**src/rtl/scd_ctrl_if.sv**
```systemverilog
// Signal bundle between the SIGNAL-field sequencer and its neighbours.
// master: sequencer side; slave: demodulator/SCD/config side.
interface scd_ctrl_if;
   logic        start;
   logic        in_di;
   logic        in_di_vld;
   logic        scd_di;
   logic        scd_di_vld;
   logic        scd_rst;
   logic        dec_bit;
   logic        dec_vld;
   logic        busy;
   logic        sig_vld;
   logic        sig_ok;
   logic [3:0]  sig_rate;
   logic [11:0] sig_len;
   logic [2:0]  err_code;

   modport master (
      input  start, in_di, in_di_vld, dec_bit, dec_vld,
      output scd_di, scd_di_vld, scd_rst, busy,
      output sig_vld, sig_ok, sig_rate, sig_len, err_code
   );

   modport slave (
      output start, in_di, in_di_vld, dec_bit, dec_vld,
      input  scd_di, scd_di_vld, scd_rst, busy,
      input  sig_vld, sig_ok, sig_rate, sig_len, err_code
   );
endinterface

```
**src/rtl/scd_ctrl.sv**
```systemverilog
// scd_ctrl: gates N_CODED coded bits into the SCD, collects N_SIG decoded
// SIGNAL bits, checks parity/rate/tail/length and publishes RATE/LENGTH.
// Ports: clk, rst (async, active high), bus (scd_ctrl_if.master):
//   start, in_di/in_di_vld in; scd_di/scd_di_vld/scd_rst out to SCD;
//   dec_bit/dec_vld in; busy, sig_vld, sig_ok, sig_rate, sig_len,
//   err_code out (result fields held between strobes).
// Option: define SCD_RSV_CHK_EN to flag reserved bit sig[4] as err 6.
module scd_ctrl #(
   parameter int N_CODED = 48,
   parameter int N_SIG   = 24,
   parameter int TIMEOUT = 512
) (
   input  logic       clk,
   input  logic       rst,
   scd_ctrl_if.master bus
);
   typedef enum logic [2:0] {
      IDLE, FEED, WAIT, CHECK, DONE
   } state_t;

   localparam int IW = $clog2(N_CODED + 1);
   localparam int DW = $clog2(N_SIG + 1);
   localparam int TW = 10;

   state_t            state, state_nx;
   logic [IW-1:0]     in_cnt;
   logic [DW-1:0]     dec_cnt;
   logic [TW-1:0]     to_cnt;
   logic [N_SIG-1:0]  sig;
   logic              rec_pulse;
   logic              in_last;
   logic              dec_take;
   logic              dec_full;
   logic              dec_last;
   logic              to_hit;
   logic [2:0]        err;

   assign in_last  = bus.in_di_vld &&
                     (in_cnt == IW'(N_CODED - 1));
   assign dec_full = (dec_cnt == DW'(N_SIG));
   // SCD may emit early, so decoded bits are taken in FEED as well.
   assign dec_take = bus.dec_vld && !dec_full &&
                     (state == FEED || state == WAIT);
   assign dec_last = dec_take &&
                     (dec_cnt == DW'(N_SIG - 1));
   assign to_hit   = !bus.dec_vld &&
                     (to_cnt == TW'(TIMEOUT - 1));

   always_ff @(posedge clk or posedge rst) begin
      if (rst) state <= IDLE;
      else     state <= state_nx;
   end

   always_comb begin
      state_nx = state;
      unique case (state)
         IDLE:  if (bus.start) state_nx = FEED;
         FEED:  if (in_last) state_nx = WAIT;
         WAIT: begin
            if (dec_last || dec_full) state_nx = CHECK;
            else if (to_hit)          state_nx = DONE;
         end
         CHECK: state_nx = DONE;
         DONE:  state_nx = IDLE;
         default: state_nx = IDLE;
      endcase
   end

   always_comb begin
      bus.busy       = (state != IDLE);
      bus.scd_di_vld = (state == FEED) && bus.in_di_vld;
      bus.scd_di     = (state == FEED) && bus.in_di;
      bus.sig_vld    = (state == DONE);
   end

   // SCD reset must follow rst with no clock, hence combinational.
   assign bus.scd_rst = rst | rec_pulse;

   // Field checks in priority order; first failing one wins.
   always_comb begin
      err = 3'd0;
      if (^sig[17:0])             err = 3'd1;
      else if (!sig[3])           err = 3'd2;
      else if (|sig[23:18])       err = 3'd3;
      else if (sig[16:5] == '0)   err = 3'd4;
`ifdef SCD_RSV_CHK_EN
      else if (sig[4])            err = 3'd6;
`else
      else                        err = 3'd0;
`endif
   end

   always_ff @(posedge clk or posedge rst) begin
      if (rst) begin
         in_cnt       <= '0;
         dec_cnt      <= '0;
         to_cnt       <= '0;
         sig          <= '0;
         rec_pulse    <= 1'b0;
         bus.sig_ok   <= 1'b0;
         bus.sig_rate <= '0;
         bus.sig_len  <= '0;
         bus.err_code <= '0;
      end else begin
         rec_pulse <= 1'b0;
         if (state == IDLE && bus.start) begin
            in_cnt  <= '0;
            dec_cnt <= '0;
            to_cnt  <= '0;
            sig     <= '0;
         end
         if (state == FEED && bus.in_di_vld)
            in_cnt <= in_cnt + IW'(1);
         if (dec_take) begin
            sig[dec_cnt] <= bus.dec_bit;
            dec_cnt      <= dec_cnt + DW'(1);
         end
         if (state == WAIT)
            to_cnt <= bus.dec_vld ? '0 : to_cnt + TW'(1);
         // Timeout: keep old RATE/LENGTH, kick the SCD for one cycle.
         if (state == WAIT && state_nx == DONE) begin
            rec_pulse    <= 1'b1;
            bus.err_code <= 3'd5;
            bus.sig_ok   <= 1'b0;
         end
         if (state == CHECK) begin
            bus.sig_rate <= sig[3:0];
            bus.sig_len  <= sig[16:5];
            bus.err_code <= err;
            bus.sig_ok   <= (err == 3'd0);
         end
      end
   end
endmodule

```
**src/flat_wrapper.sv**
```systemverilog
// flat-port wrapper written by rule: the top's interface ports become plain ports
module scd_ctrl_flat 
#(
   parameter int N_CODED = 48,
   parameter int N_SIG   = 24,
   parameter int TIMEOUT = 512
)
  (clk, rst, bus_start, bus_in_di, bus_in_di_vld, bus_dec_bit, bus_dec_vld, bus_scd_di, bus_scd_di_vld, bus_scd_rst, bus_busy, bus_sig_vld, bus_sig_ok, bus_sig_rate, bus_sig_len, bus_err_code);
  scd_ctrl_if bus_i ();
  input  logic clk;
  input  logic rst;
  input wire logic [$bits(bus_i.start)-1:0] bus_start;
  input wire logic [$bits(bus_i.in_di)-1:0] bus_in_di;
  input wire logic [$bits(bus_i.in_di_vld)-1:0] bus_in_di_vld;
  input wire logic [$bits(bus_i.dec_bit)-1:0] bus_dec_bit;
  input wire logic [$bits(bus_i.dec_vld)-1:0] bus_dec_vld;
  output wire logic [$bits(bus_i.scd_di)-1:0] bus_scd_di;
  output wire logic [$bits(bus_i.scd_di_vld)-1:0] bus_scd_di_vld;
  output wire logic [$bits(bus_i.scd_rst)-1:0] bus_scd_rst;
  output wire logic [$bits(bus_i.busy)-1:0] bus_busy;
  output wire logic [$bits(bus_i.sig_vld)-1:0] bus_sig_vld;
  output wire logic [$bits(bus_i.sig_ok)-1:0] bus_sig_ok;
  output wire logic [$bits(bus_i.sig_rate)-1:0] bus_sig_rate;
  output wire logic [$bits(bus_i.sig_len)-1:0] bus_sig_len;
  output wire logic [$bits(bus_i.err_code)-1:0] bus_err_code;
  assign bus_i.start = bus_start;
  assign bus_i.in_di = bus_in_di;
  assign bus_i.in_di_vld = bus_in_di_vld;
  assign bus_i.dec_bit = bus_dec_bit;
  assign bus_i.dec_vld = bus_dec_vld;
  assign bus_scd_di = bus_i.scd_di;
  assign bus_scd_di_vld = bus_i.scd_di_vld;
  assign bus_scd_rst = bus_i.scd_rst;
  assign bus_busy = bus_i.busy;
  assign bus_sig_vld = bus_i.sig_vld;
  assign bus_sig_ok = bus_i.sig_ok;
  assign bus_sig_rate = bus_i.sig_rate;
  assign bus_sig_len = bus_i.sig_len;
  assign bus_err_code = bus_i.err_code;
  scd_ctrl #(.N_CODED(N_CODED), .N_SIG(N_SIG), .TIMEOUT(TIMEOUT)) u_core (.clk(clk), .rst(rst), .bus(bus_i));
endmodule
```
**config.mk**
```make
export PLATFORM = sky130hd
export DESIGN_NAME = scd_ctrl_flat
export DESIGN_NICKNAME = d
export VERILOG_FILES = /design/src/rtl/scd_ctrl_if.sv /design/src/rtl/scd_ctrl.sv /design/src/flat_wrapper.sv
export SDC_FILE = /design/constraint.sdc
export NUM_CORES = 1
export LEC_CHECK = 0
export ABC_AREA = 0
export CAP_MARGIN = 15
export CORE_MARGIN = 5
export CORE_UTILIZATION = 51
export DETAILED_ROUTE_END_ITERATION = 12
export GPL_TIMING_DRIVEN = 0
export HOLD_SLACK_MARGIN = 0.06
export MAX_ROUTING_LAYER = met4
export PLACE_DENSITY_LB_ADDON = 0.12
export SLEW_MARGIN = 5
export SYNTH_ARGS = -nofsm -noshare
export SYNTH_HDL_FRONTEND = slang
export SYNTH_SLANG_ARGS = --single-unit
```
**constraint.sdc**
```tcl
create_clock -name clk -period 1.95 [get_ports clk]
set_input_delay 0.195 -clock clk [delete_from_list [all_inputs] [get_ports clk]]
set_output_delay 0.195 -clock clk [all_outputs]
set_load 0.01 [all_outputs]
```
==> impl_metrics.json <==
{
  "ys_seq_elements": 69,
  "placed_cells": 464,
  "yosysWarnings": 0,
  "die_h_um": 91.7,
  "power.density_nw_per_um2": 1110,
  "final-max-slew-violation-count": 0,
  "synthArstFlopShare": 1.00,
  "clock_path_buffers": 2,
  "grt-ovfl-total": 0,
  "clock_skew_ns": 0.00725,
  "gp_congestion": 0.845,
  "reg2reg_depth": 5,
  "fp-row-count": 29,
  "switching_share": 0.329,
  "cp_max_fo": 3,
  "routed_via_density": 5.65,
  "synthFlopType": "dfrtp_1",
  "io_buffers": 31,
  "hold_viol": 0,
  "required_ns": 2.18,
  "crit_chain": "or3b_2 -> nor4_4 -> and4_4 -> nor2_1 -> a32o_1",
  "p_seq_frac": 0.390,
  "antenna_found_initial": 0,
  "fmax_ghz": 0.533,
  "syn_nets": 369,
  "avgSynthCellArea_um2": 9.56,
  "die_w_um": 91.7,
  "fin_cells": 485,
  "cts_hold_buf": 0,
  "setup_violations": 0,
  "crit_end": "u_core.bus.err_code[1]",
  "internal-power_uw": 3100,
  "crit_path_max_incr_delay_ns": 0.48,
  "netlist_instances": 356,
  "drc_errors": 0,
  "clk_latency_ns": 0.34,
  "r2r-start": "u_core.to_cnt[9]",
  "hpwl_um": 5250,
  "r2r-end": "u_core.bus.err_code[1]",
  "synth_area_leaders": "dfrtp_1 51%, nand2_1 8.6%, o31ai_1 6.0%",
  "startpoint_type": "flip-flop",
  "clk_pin_slew_ns": 0.07,
  "comb_power_share": 0.329,
  "drive_above_1_share": 0.115,
  "grt_pass1_wl_um": 12800,
  "area.growth.synth_to_final_pct": 22.1,
  "ir_worst_vdd_mv": 0.617,
  "antenna_cells": 0,
  "path_depth": 5,
  "yosysMostFrequentCell": "nand2_1",
  "yosysSeqAreaShare": 0.507,
  "cts_tree": "built",
  "avgRoutedWirePerCell_um": 15.5,
  "critical-path-top-delay-family": "simple AND/OR/NAND/NOR gates",
  "min_path_type": "primary input to async pin",
  "ys_types": 40,
  "root_buffer": "clkbuf_8",
  "slew_headroom": 0.444,
  "period_needed_ns": 1.88,
  "grt_max_degree": 70,
  "die-area_um2": 8410,
  "grt_pass1_vias": 2642,
  "critPathKind": "flip-flop to flip-flop",
  "outcome": "finished clean",
  "track_usage": 0.195,
  "worstPathArrival_ns": 2.11,
  "fill_cells": 530,
  "cp-end-kind": "flip-flop",
  "cts_made_buffers": 9,
  "crit_buf_inv": 0,
  "drt_wl_total_um": 7540,
  "pwr-share-clk": 0.280,
  "utilization": 0.647,
  "synth_top_area_cell": "dfrtp_1",
  "leakage_uw": 0.00186,
  "power.switching_uw": 1520,
  "cts_sinks": 69,
  "first_pass_iters": 4,
  "yosys.area.top_type_share": 0.507,
  "tightestPinTransition_ns": 0.833,
  "synth_common_cells": "78 x nand2_1, 69 x dfrtp_1, 27 x o31ai_1",
  "worstSetupStartpoint": "u_core.to_cnt[9]",
  "cap_violations": 0,
  "final_nets": 416,
  "critPathSlowestCell": "or3b_2",
  "h-tree-depth": 3,
  "vias": 2740,
  "finalCritPeriodShare": 0.963,
  "power_uw": 4620,
  "fp.coreArea_um2": 6420,
  "synth_edf_count": 0,
  "ios": 32,
  "r2r_slack_ns": 0.07,
  "post_synth_instance_area_um2": 3400,
  "drt_iter0_markers": 125,
  "initial_core_util": 0.530,
  "drtAntennaViolNets": 0
}
[how the worst min path moves through the flow]
| stage | startpoint | end | slack, ns | cells after the start |
|---|---|---|---|---|
| floorplan | bus_dec_vld | u_core.to_cnt[2] | 0.38 | 3 |
| global placement | u_core.bus.sig_rate[1] | u_core.bus.sig_rate[1] | 0.46 | 2 |
| detailed placement | u_core.bus.sig_len[2] | u_core.bus.sig_len[2] | 0.46 | 2 |
| CTS | rst | u_core.to_cnt[7] | 0.44 | 2 |
| global route | rst | u_core.to_cnt[5] | 0.49 | 2 |
| finish | rst | u_core.to_cnt[7] | 0.42 | 2 |
[through the flow]
stage          setup slack, ns  instance area [um^2]  hold WS (ns)  TNS [ns]
4_1_cts                 0.0183                  4110         0.444         0
3_3_place_gp             -1.22                  3810         0.459    -86.18
3_5_place_dp            -0.183                  3810         0.464     -2.16
2_1_floorplan           0.0151                  3400         0.380         0
6_report                0.0731                  4160         0.416         0
5_1_grt               -0.00360                  4160         0.491  -0.00360
[state kept, by name, summed over array words and instances (netlist names)]
name                 flops
u_core.sig              24
u_core.rec_pulse         1
u_core.state             3
u_core.bus.err_code      3
u_core.bus.sig_ok        1
u_core.bus.sig_rate      4
u_core.in_cnt            6
u_core.dec_cnt           5
u_core.bus.sig_len      12
u_core.to_cnt           10
[layout by cell type, fill, tap and decap left out, types with 6 or more instances in the layout]
cell type	Yosys	final
nor2_1	22	22
buf_4	0	7
o31ai_1	27	27
ha_1	6	6
xnor2_1	12	12
inv_1	8	6
clkdlybuf4s50_1	0	29
o21ai_0	19	19
o211ai_1	24	24
clkbuf_8	0	14
clkbuf_1	12	10
dfrtp_1	69	67
nand2_1	78	75
nand3_1	13	13
[cells by family after synthesis]
kind of cell,Yosys count,synth area share
AO/OA/AOI/OAI,89,0.182
AND/OR/NAND/NOR,146,0.194
flip-flops,69,0.507
adder cells (fa/ha/maj),6,0.0221
buffers and inverters,26,0.0309
multiplexers,1,0.00331
XOR/XNOR,19,0.0599
[per-layer routing]
layer / share of wire / wire [um] / vias up / GRT usage
met5: 0 / 0 / - / -
met4: 0.022 / 167 / 0 / 0.0804
li1: - / - / 1372 / -
met1: 0.50 / 3800 / 1300 / 0.270
met2: 0.44 / 3320 / 54 / 0.284
met3: 0.034 / 253 / 14 / 0.0344
[timing repair]
item	in CTS	in global routing
gates resized for setup	17	9
gates cloned	0	0
setup buffers	3	2
pin swaps	1	4
endpoints found under the setup margin	31	26
[power by group through the flow]
stage | Clock, uW | Combinational [uW] | Sequential [uW]
finish | 1300 | 1520 | 1800
floorplan | 0 | 1200 | 1770
CTS | 1320 | 1510 | 1800
global placement | 0 | 1410 | 1830
global route | 1390 | 1660 | 1830
detailed placement | 0 | 1450 | 1840
[worst register-to-register path: cells and delay by family, from the launching register on]
kind | cells | cell delay [ns]
compound gates | 1 | 0.21
flops | 1 | 0.40
simple gates | 4 | 1.17
[cell type report]
cell class	count	area [um^2]	area share
plain buffers	18	104	0.0250
clock buffers	14	193	0.0464
clock inverters	2	37.5	0.00903
inverters	8	32.5	0.00783
multi-input cells	261	1620	0.389
flip-flops and latches	69	1730	0.416
well taps	77	96.3	0.0232
repair buffers	36	345	0.0831
Note: power is estimated with default switching activity, not from simulation.
